==> src/rtl/pwm_output_stage_pkg.sv <==
// Shared constants and the signed-to-offset-binary helper for the PWM output stage.
package pwm_output_stage_pkg;

  localparam int N_FRAC_DEFAULT = 7;
  localparam int W = N_FRAC_DEFAULT + 1;

  localparam logic [W-1:0] ONE       = W'('h7F);
  localparam logic [W-1:0] MINUS_ONE = W'('h81);
  localparam logic [W-1:0] ZERO      = W'('h00);

  // Flipping the sign bit maps -2^(w-1)..2^(w-1)-1 onto 0..2^w-1.
  function automatic logic [31:0] to_offset_binary(input logic [31:0] sample, input int width);
    logic [31:0] mask;
    mask = (32'd1 << width) - 32'd1;
    return (sample ^ (32'd1 << (width - 1))) & mask;
  endfunction

endpackage

==> src/rtl/pwm_output_stage_prescaler.sv <==
// Clock divider producing one tick every PRESCALE clocks (every clock when PRESCALE=1).
module pwm_prescaler
  import pwm_output_stage_pkg::*;
#(
  parameter int PRESCALE = 1
) (
  input  logic clk_i,
  input  logic rst_i,
  output logic tick_o
);

  localparam logic [15:0] LAST = 16'(PRESCALE - 1);

  logic [15:0] presc_q;
  logic [15:0] presc_d;
  logic        tick;

  always_comb begin
    tick    = (presc_q == LAST);
    presc_d = tick ? 16'd0 : presc_q + 16'd1;
  end

  always_ff @(posedge clk_i) begin
    if (!rst_i) begin
      presc_q <= 16'd0;
    end else begin
      presc_q <= presc_d;
    end
  end

  assign tick_o = tick;

endmodule

==> src/rtl/pwm_output_stage.sv <==
// Turns one signed sample per period into a PWM bit and requests the next sample each period.
// Optional sticky underrun_o output is enabled with `define PWM_UNDERRUN_FLAG_EN.
module pwm_output_stage
  import pwm_output_stage_pkg::*;
#(
  parameter int N_FRAC   = 7,
  parameter int PRESCALE = 1
) (
  input  logic            clk_i,
  input  logic            rst_i,
  input  logic [N_FRAC:0] data_i,
  input  logic            data_in_valid_strobe_i,
  output logic            next_data_strobe_o,
  output logic            pwm_o,
`ifdef PWM_UNDERRUN_FLAG_EN
  output logic            underrun_o,
`endif
  output logic            period_start_o
);

  localparam int SW = N_FRAC + 1;
  localparam logic [SW-1:0] CNT_MAX = '1;

  // Strobe handshake: next_data_strobe_o is a one-clock request; upstream answers
  // with a one-clock data_in_valid_strobe_i, data_i is sampled only in that clock.
  logic          tick;
  logic          boundary;
  logic [SW-1:0] duty;

  logic [SW-1:0] cnt_q, cnt_d;
  logic [SW-1:0] shadow_q, shadow_d;
  logic [SW-1:0] active_q, active_d;
  logic          pwm_q, pwm_d;
  logic          period_start_q, period_start_d;
  logic          next_strobe_q, next_strobe_d;
  logic          first_q, first_d;
`ifdef PWM_UNDERRUN_FLAG_EN
  logic          seen_q, seen_d;
  logic          underrun_q, underrun_d;
`endif

  pwm_prescaler #(
    .PRESCALE(PRESCALE)
  ) u_prescaler (
    .clk_i (clk_i),
    .rst_i (rst_i),
    .tick_o(tick)
  );

  always_comb begin
    boundary       = tick && (cnt_q == CNT_MAX);
    cnt_d          = tick ? cnt_q + 1'b1 : cnt_q;
    shadow_d       = data_in_valid_strobe_i ? data_i : shadow_q;
    // Taking shadow_d gives the coincident-strobe bypass and the sample hold for free.
    active_d       = boundary ? shadow_d : active_q;
    duty           = SW'(to_offset_binary(32'(active_q), SW));
    pwm_d          = (cnt_q < duty);
    period_start_d = boundary;
    next_strobe_d  = boundary || first_q;
    first_d        = 1'b0;
`ifdef PWM_UNDERRUN_FLAG_EN
    seen_d         = boundary ? 1'b0 : (data_in_valid_strobe_i ? 1'b1 : seen_q);
    underrun_d     = underrun_q | (boundary & ~(seen_q | data_in_valid_strobe_i));
`endif
  end

  always_ff @(posedge clk_i) begin
    if (!rst_i) begin
      cnt_q          <= '0;
      shadow_q       <= '0;
      active_q       <= '0;
      pwm_q          <= 1'b0;
      period_start_q <= 1'b0;
      next_strobe_q  <= 1'b0;
      first_q        <= 1'b1;
`ifdef PWM_UNDERRUN_FLAG_EN
      seen_q         <= 1'b0;
      underrun_q     <= 1'b0;
`endif
    end else begin
      cnt_q          <= cnt_d;
      shadow_q       <= shadow_d;
      active_q       <= active_d;
      pwm_q          <= pwm_d;
      period_start_q <= period_start_d;
      next_strobe_q  <= next_strobe_d;
      first_q        <= first_d;
`ifdef PWM_UNDERRUN_FLAG_EN
      seen_q         <= seen_d;
      underrun_q     <= underrun_d;
`endif
    end
  end

  assign pwm_o              = pwm_q;
  assign period_start_o     = period_start_q;
  assign next_data_strobe_o = next_strobe_q;
`ifdef PWM_UNDERRUN_FLAG_EN
  assign underrun_o         = underrun_q;
`endif

endmodule

==> config.mk <==
export PLATFORM = sky130hd
export DESIGN_NAME = pwm_output_stage
export DESIGN_NICKNAME = d
export VERILOG_FILES = /design/src/rtl/pwm_output_stage_pkg.sv /design/src/rtl/pwm_output_stage_prescaler.sv /design/src/rtl/pwm_output_stage.sv
export SDC_FILE = /design/constraint.sdc
export NUM_CORES = 1
export LEC_CHECK = 0
export ABC_AREA = 1
export BUFFER_PORTS_ARGS = -buffer_cell sky130_fd_sc_hd__buf_4
export CAP_MARGIN = 20
export CORE_UTILIZATION = 60
export CTS_CLUSTER_DIAMETER = 200
export CTS_CLUSTER_SIZE = 40
export DETAILED_ROUTE_END_ITERATION = 12
export PLACE_DENSITY = 0.81
export SLEW_MARGIN = 20
export SYNTH_ARGS = -nofsm -noshare
export SYNTH_HDL_FRONTEND = slang
export SYNTH_SLANG_ARGS = --single-unit
==> constraint.sdc <==
create_clock -name clk_i -period 2 [get_ports clk_i]
set_input_delay 0.3 -clock clk_i [delete_from_list [all_inputs] [get_ports clk_i]]
set_output_delay 0.3 -clock clk_i [all_outputs]
set_load 0.1 [all_outputs]
==> impl_metrics.ini, run 1 <==
[yosys]
avgSynthCellArea_um2 = 6.71
synth.lib_cells_used.distinct = 23
seq_cells_post_synth = 44
netlist_area_um2 = 2220
synth-seq-area-share_pct = 39.6
synth_warn = 0
ys_dominant_reg_cell = dfxtp_1
mappedNetlistNets = 352
asyncSetResetFlopFracSynth_pct = 0
synth_enable_flop_cells = 0
post_synth_inst_count = 331

[routing]
routed_wl_mm = 4.26
via_per_inst = 5.14
drt_pass1_iterations = 4
detailroute.via_count = 2020
avgRoutedWirePerCell_um = 10.8
detail_route.drc_violations = 0
drt-initial-drc-count = 168
final_ant_viol_nets = 0

[min_path]
hold_crit_path_type = in2reg
whs_path_cells = 3
min_from = rst_i

[sta]
timing_hold_violations_final = 0
final_setup_violation_count = 0
skew_ns = 0.00632
tns_ns = 0
fin_crit_sh_pct = 81.6
timing.max_slew.rel_slack_pct = 67.6
slew_violations = 0
rsz0062_at_grt = false
achievable-frequency_mhz = 613
post-route-min-period_ns = 1.63
tightest_slew_ns = 0.482

[power_and_ir_drop]
power.sequential.fraction_pct = 59.7
power.density_cell_area_nw_per_um2 = 623
power.ir.vdd_worst_mv = 0.478
switching_share_pct = 22.9
p_leak_nw = 1.04
portion_of_total_power_attributed_to_the_clock_network_pct = 34.1
internal_power_mw = 1.17
totalPowerFinal_mw = 1.52
netSwitchingPower_mw = 0.347
share_comb_of_total_power_pct = 6.2

[cts]
clkLatencyLatePin_ns = 0.29
post_cts_setup_buffer_count = 0
cts_hold_buffers = 0
clock_tree.root_cell = clkbuf_8
cts.htree.levels = 2
clock_sinks = 44
cts_max_path_buffers = 2
tritoncts.num_buffers = 5
post_cts_resized = 0
tritoncts = built
worst_setup_hold_path_clk_slew_ns = 0.08

[global_route]
antenna_found_initial = 0
grt_start_max_net_pins = 19
vias_in_the_first_global_route = 1765
grt_first_pass_wirelength_mm = 7.51
grt.total_usage_pct = 24.2
gr-total-overflow = 0

[final_layout]
antenna_cells = 0
finalCoreUtilization_pct = 70.7
commonest_cells_after_routing_fill_and_taps_aside = nand2_1, nor2_1, dfxtp_1
design_area_um2 = 2430
layout-drive-gt1-share_pct = 8.36
ff_latch_area_um2 = 881
num-nets-final = 368
multi_input_comb_area_um2 = 1150
layout.cells.most_common = nand2_1
syn2layout_area_growth_pct = 9.46
fillerInstances = 303
fin_cells = 393

[floorplan]
ios = 14
die_w_um = 62.9
die_y_um = 62.9
initial_core_util_pct = 64.6
rows = 21
core_area_um2 = 3440
die_area_um2 = 3950

[place]
placed_area_um2 = 2350
dp_hpwl_mm = 3.20
placement.io_buffers = 13
place.gp.congestion = 0.841
numPlacedInstances = 386

[critical_path]
critPathCaptureType = register
worst-r2r-cell-count = 7
crit_start = cnt_q[0]
critPathKind = reg2reg
critPathRequiredTime_ns = 2.23
setup.worst_path.start_class = register
worstReg2RegStart = cnt_q[0]
crit_path_max_fanout = 10
cp_data_arrival_time_ns = 1.87

[status]
outcome = finished, final reports clean

[flow_run]
cap_violations = 0
==> Yosys cell counts, types with 2 or more instances <==
cell / instances / share of area [%]
nand4_1: 12 / 3.4
xor2_1: 3 / 1.2
nor3_1: 5 / 1.1
nand3_1: 16 / 3.6
o21ai_0: 17 / 3.8
a21oi_1: 22 / 5.0
ha_1: 10 / 5.6
nor2_1: 60 / 10
nor2_4: 2 / 1.0
clkbuf_1: 2 / 0.34
nand2_1: 82 / 14
inv_2: 2 / 0.34
inv_1: 42 / 7.1
nand2_2: 3 / 0.84
nor2_2: 2 / 0.56
dfxtp_1: 44 / 40
==> per-layer routing <==
| layer | vias up | wire length (um) | track usage (%) |
|---|---|---|---|
| met5 | - | 0 | 0 |
| met4 | 0 | 58 | 8.72 |
| met3 | 5 | 193 | 4.93 |
| met2 | 48 | 1800 | 37.4 |
| met1 | 883 | 2200 | 33.3 |
| li1 | 1084 | - | - |
==> state kept, by name (all words and copies together), names as in the netlist <==
| register | count |
|---|---|
| active_q | 8 |
| cnt_q | 8 |
| first_q | 1 |
| next_data_strobe_o | 1 |
| period_start_o | 1 |
| pwm_o | 1 |
| shadow_q | 8 |
| u_prescaler.presc_q | 16 |
==> logic make-up after synthesis <==
family | after synthesis | synth area share (%)
simple gates | 184 | 35.6
flops | 44 | 39.6
buf+inv | 49 | 8.61
fa+ha+maj | 10 | 5.63
xor+xnor | 3 | 1.18
compound gates | 41 | 9.35
==> final timing paths <==
path / endpoint / slack [ns]
max: active_q[6] / 0.37
min: active_q[7] / 0.31
max reg2reg: active_q[6] / 0.37
min reg2reg: next_data_strobe_o / 0.45
==> power by group through the flow <==
stage / clock [mW] / sequential, mW / combinational (mW)
floorplan: 0 / 0.938 / 0.0492
global placement: 0 / 0.924 / 0.0936
detailed placement: 0 / 0.925 / 0.0948
CTS: 0.541 / 0.904 / 0.0951
global route: 0.567 / 0.906 / 0.109
finish: 0.517 / 0.904 / 0.0945
==> per-stage QoR <==
step / setup WS, ns / hold WS, ns
3_3_place_gp: 0.461 / 0.433
4_1_cts: 0.376 / 0.301
6_report: 0.368 / 0.310
2_1_floorplan: 0.574 / 0.407
3_5_place_dp: 0.401 / 0.435
5_1_grt: 0.206 / 0.318
==> critical path: stages (launching register included) <==
cell	delay (ns)
dfxtp_1	0.38
ha_1	0.23
nand2_2	0.11
nor3_4	0.40
inv_2	0.08
nor2_4	0.20
nor2_1	0.06
nor2_1	0.11
==> final cells by class <==
type | count | share of cell area (%)
clock buffers | 6 | 2.98
clock inverters | 1 | 0.206
flip-flops and latches | 44 | 36.2
well taps | 46 | 2.37
repair buffers | 13 | 4.01
inverters | 45 | 6.94
multi-input cells | 238 | 47.3
(Power assumes the default switching activity.)
==> inputs of run 2 (changes only) <==
Settings changed: CORE_UTILIZATION 60 to 54, PLACE_DENSITY 0.81 to 0.77.
Clock period 2 ns to 1.35 ns, I/O delays scaled along.
==> run 2 against run 1 <==
  * Register-to-register slack got worse by 0.32 ns
  * Largest cell class unchanged
  * Sequential share of layout area fell by 4.2 points
  * Sequential power rose by 48%
  * Critical path depth did not move
  * Sequential cell count did not move
==> impl_metrics.ini, run 2 (synthesis results as in run 1) <==
[status]
outcome = finished, final reports clean

[cts]
clock_sinks = 44
cts_max_path_buffers = 2
clock_tree.root_cell = clkbuf_8
clkLatencyLatePin_ns = 0.30
tritoncts.num_buffers = 5
tritoncts = built
cts_hold_buffers = 0
cts.htree.levels = 2
worst_setup_hold_path_clk_slew_ns = 0.09

[global_route]
grt_first_pass_wirelength_mm = 8.18
gr-total-overflow = 0
grt.total_usage_pct = 24.4
grt_start_max_net_pins = 17
vias_in_the_first_global_route = 2018
antenna_found_initial = 0

[place]
preCtsSetupSlack_ns = -0.0258
placement.io_buffers = 13
place.gp.congestion = 0.878
dp_hpwl_mm = 3.49

[final_layout]
largest_register_ff_count = 16
syn2layout_area_growth_pct = 24.9
num-nets-final = 394
antenna_cells = 0
layout-drive-gt1-share_pct = 21.4
layout.cells.most_common = nand2_1
commonest_cells_after_routing_fill_and_taps_aside = nand2_1, nor2_1, inv_1
finalCoreUtilization_pct = 73.1
top_reg_by_flops = u_prescaler.presc_q

[critical_path]
crit_slowest_cell = dfxtp_2
critPathKind = reg2reg
crit_path_max_fanout = 8
setup.reg_to_reg.worst_slack_ns = 0.05
critPathRequiredTime_ns = 1.60
critPathCaptureType = register
worstReg2RegStart = cnt_q[0]
crit_start = cnt_q[0]
setup.worst_path.start_class = register
slowest_delay_ns = 0.37
cp_common_cell = nor2_1
crit_path_cell_trace = ha_4, nand2_4, nor3_4, inv_2, nor2_4, nor2_1, nor2_1
cp_data_arrival_time_ns = 1.55

[routing]
avgRoutedWirePerCell_um = 11.6
drt-initial-drc-count = 129
via_per_inst = 5.20
detail_route.drc_violations = 0
detailroute.via_count = 2196
drt_pass1_iterations = 4
final_ant_viol_nets = 0
routed_wl_mm = 4.90

[sta]
setup_slack_ns = 0.0483
timing.max_slew.rel_slack_pct = 82.4
post-route-min-period_ns = 1.30
rsz0062_at_grt = true
skew_ns = 0.00905
final_setup_violation_count = 0
fin_crit_sh_pct = 96.4
slew_violations = 0
achievable-frequency_mhz = 768
timing_hold_violations_final = 0
tns_ns = 0
tightest_slew_ns = 0.261

[min_path]
min_from = rst_i
hold_crit_path_type = in2reg

[power_and_ir_drop]
power.ir.vdd_worst_mv = 0.845
p_leak_nw = 1.22
power.density_cell_area_nw_per_um2 = 863
totalPowerFinal_mw = 2.39

[flow_run]
cap_violations = 0

[floorplan]
die_area_um2 = 4380
rows = 22
initial_core_util_pct = 58.5
die_y_um = 66.2
core_area_um2 = 3800
ios = 14
die_w_um = 66.2
run 2: changes by cell type in the layout (fill, tap and decap cells not counted), sizes merged:
cell,before,now
clkinvlp,0,1
clkinv,2,1
inv,44,46
clkbuf,6,5
buf,13,39
run 2: worst max-delay path, delay by kind of cell, from the launching register on:
family	cells	cell delay, ns
fa+ha+maj	1	0.16
flops	1	0.37
buf+inv	1	0.07
simple gates	5	0.66
run 2: path summary, 6_finish.rpt:
kind | end | cells past startpoint
setup / recovery | active_q[2] | 7
setup reg to reg | active_q[2] | 7
hold / removal | first_q | 2
hold reg to reg | next_data_strobe_o | 2
run 2: final cells by class:
cell class,count,area [um2]
Tap cell,48,60.1
Sequential cell,44,890
Clock inverter,3,25.0
Fill cell,288,1020
Inverter,45,169
Multi-Input combinational cell,238,1260
Clock buffer,5,68.8
Timing Repair Buffer,39,300
run 2: timing repair:
action | in CTS | in global routing
resized for setup | 3 | 33
pin swaps | 0 | 14
endpoints found under the setup margin | 5 | 27
buffers inserted | 0 | 3
run 2: routing by layer:
metal	vias up	wire length, um	GRT usage [%]
li1	1140	-	-
met1	991	2300	31.0
met2	55	2270	40.3
met3	10	239	6.03
met4	0	86	8.24
met5	-	0	0
run 2: stage by stage:
step / instance area [um2] / hold WS, ns / std cells
final: 2780 / 0.164 / 422
after detailed placement: 2540 / 0.434 / 411
after CTS: 2650 / 0.154 / 419
after global placement: 2540 / 0.434 / 411
after global routing: 2780 / 0.155 / 422
after floorplan: 2230 / 0.362 / 331
run 2: report_power, final:
part           leakage [nW]  switching [mW]  internal (mW)
sequential            0.361          0.0158           1.33
combinational         0.813          0.0979         0.0721
clock                0.0452           0.504          0.378
total                  1.22           0.618           1.78
==> inputs of run 3 (changes only) <==
Settings changed: CORE_UTILIZATION 54 to 50, HOLD_SLACK_MARGIN set to 0.12, PLACE_DENSITY 0.77 to 0.72.
==> run 3 against run 2 <==
  * Wire length increased by 0.39%
  * Utilization decreased by 5.3 points
  * Maximum frequency increased by 2.9%
  * Critical path type unchanged
==> impl_metrics.ini, run 3 (synthesis results as in run 1) <==
[place]
numPlacedInstances = 416
place.gp.congestion = 0.810
dp_hpwl_mm = 3.55
preCtsSetupSlack_ns = -0.0214
placement.io_buffers = 13

[cts]
cts_hold_buffers = 0
post_cts_setup_buffer_count = 0
cts.htree.levels = 2
tritoncts = built
clkLatencyLatePin_ns = 0.31
clock_tree.root_cell = clkbuf_8
clock_sinks = 44
worst_setup_hold_path_clk_slew_ns = 0.09
tritoncts.num_buffers = 5
cts_max_path_buffers = 2

[critical_path]
crit_path_max_fanout = 5
worst-r2r-cell-count = 5
setup.worst_path.start_class = register
path_depth = 5
crit_path_buf_inv_count = 1
critPathKind = reg2reg
slowest_delay_ns = 0.33
critPathRequiredTime_ns = 1.60
crit_slowest_cell = dfxtp_1
cp_data_arrival_time_ns = 1.51
crit_path_cell_trace = buf_4, ha_1, a21oi_1, o211ai_1, a21oi_1
critPathCaptureType = register
cp_common_cell = a21oi_1
path_delay_family = compound AO/OA/AOI/OAI gates

[sta]
post-route-min-period_ns = 1.27
fin_crit_sh_pct = 93.7
timing_hold_violations_final = 0
setup_slack_ns = 0.0845
timing.max_slew.rel_slack_pct = 82.6
achievable-frequency_mhz = 790
tightest_slew_ns = 0.259
rsz0062_at_grt = true
skew_ns = 0.0109
slew_violations = 0
whs_ns = 0.197
final_setup_violation_count = 0

[final_layout]
layout.cells.most_common = nand2_1
num-nets-final = 394
syn2layout_area_growth_pct = 26.4
top_reg_by_flops = u_prescaler.presc_q
largest_register_ff_count = 16
commonest_cells_after_routing_fill_and_taps_aside = nand2_1, nor2_1, inv_1
finalCoreUtilization_pct = 67.8
antenna_cells = 0
layout-drive-gt1-share_pct = 22.5
fin_cells = 424

[routing]
via_per_inst = 4.96
detail_route.drc_violations = 0
drt-initial-drc-count = 86
drt_pass1_iterations = 4
routed_wl_mm = 4.92
detailroute.via_count = 2105
avgRoutedWirePerCell_um = 11.6
final_ant_viol_nets = 0

[floorplan]
ios = 14
core_area_um2 = 4140
initial_core_util_pct = 53.6
die_w_um = 68.7
die_area_um2 = 4710
rows = 23
die_y_um = 68.7

[power_and_ir_drop]
power.density_cell_area_nw_per_um2 = 915
p_leak_nw = 1.22
totalPowerFinal_mw = 2.57
power.ir.vdd_worst_mv = 0.686

[global_route]
grt_first_pass_wirelength_mm = 7.60
grt_start_max_net_pins = 17
vias_in_the_first_global_route = 1769
antenna_found_initial = 0
grt.total_usage_pct = 22.2
gr-total-overflow = 0

[min_path]
whs_path_cells = 2
hold_crit_path_type = in2reg

[status]
outcome = finished, final reports clean

[flow_run]
cap_violations = 0
run 3: cell type report:
type	count	area (um2)
Sequential cell	44	891
Clock buffer	5	68.8
Timing Repair Buffer	39	297
Inverter	45	169
Tap cell	50	62.6
Multi-Input combinational cell	238	1270
Fill cell	367	1340
Clock inverter	3	46.3
run 3: worst register-to-register path: cells and delay by family (launching register included):
family,cells,cell delay (ns)
AOI/OAI and AO/OA,3,0.41
DFF,1,0.33
adders and majority gates,1,0.32
buffers and inverters,1,0.15
run 3: repair_timing:
| action | 4_1_cts | 5_1_grt |
|---|---|---|
| pin swaps | 1 | 4 |
| endpoints found under the hold margin | 0 | 0 |
| gates resized for setup | 3 | 33 |
| setup endpoints to repair | 3 | 26 |
run 3: per-layer routing:
layer	GRT usage (%)	vias to the layer above	wire length, um
met3	4.93	5	204
met1	30.5	935	2410
met4	6.25	0	51
met2	34.6	31	2250
met5	0	-	0
li1	-	1134	-
run 3: final timing paths:
path | start | endpoint | slack (ns)
worst max-delay path | cnt_q[5] | pwm_o | 0.08
worst min-delay path | rst_i | first_q | 0.20
worst max register to register | cnt_q[5] | pwm_o | 0.08
worst min register to register | first_q | next_data_strobe_o | 0.45
run 3: power by group:
| part | total [mW] | internal (mW) | switching, mW | leakage, nW |
|---|---|---|---|---|
| Clock | 1.06 | 0.558 | 0.499 | 0.0548 |
| Sequential | 1.34 | 1.33 | 0.0139 | 0.362 |
| Combinational | 0.171 | 0.0732 | 0.0975 | 0.805 |
run 3: stage by stage:
stage / setup TNS (ns) / instance area, um2
4_1_cts: 0 / 2690
3_3_place_gp: 0 / 2560
5_1_grt: -0.0493 / 2810
6_report: 0 / 2810
2_1_floorplan: 0 / 2230
3_5_place_dp: -0.0279 / 2560
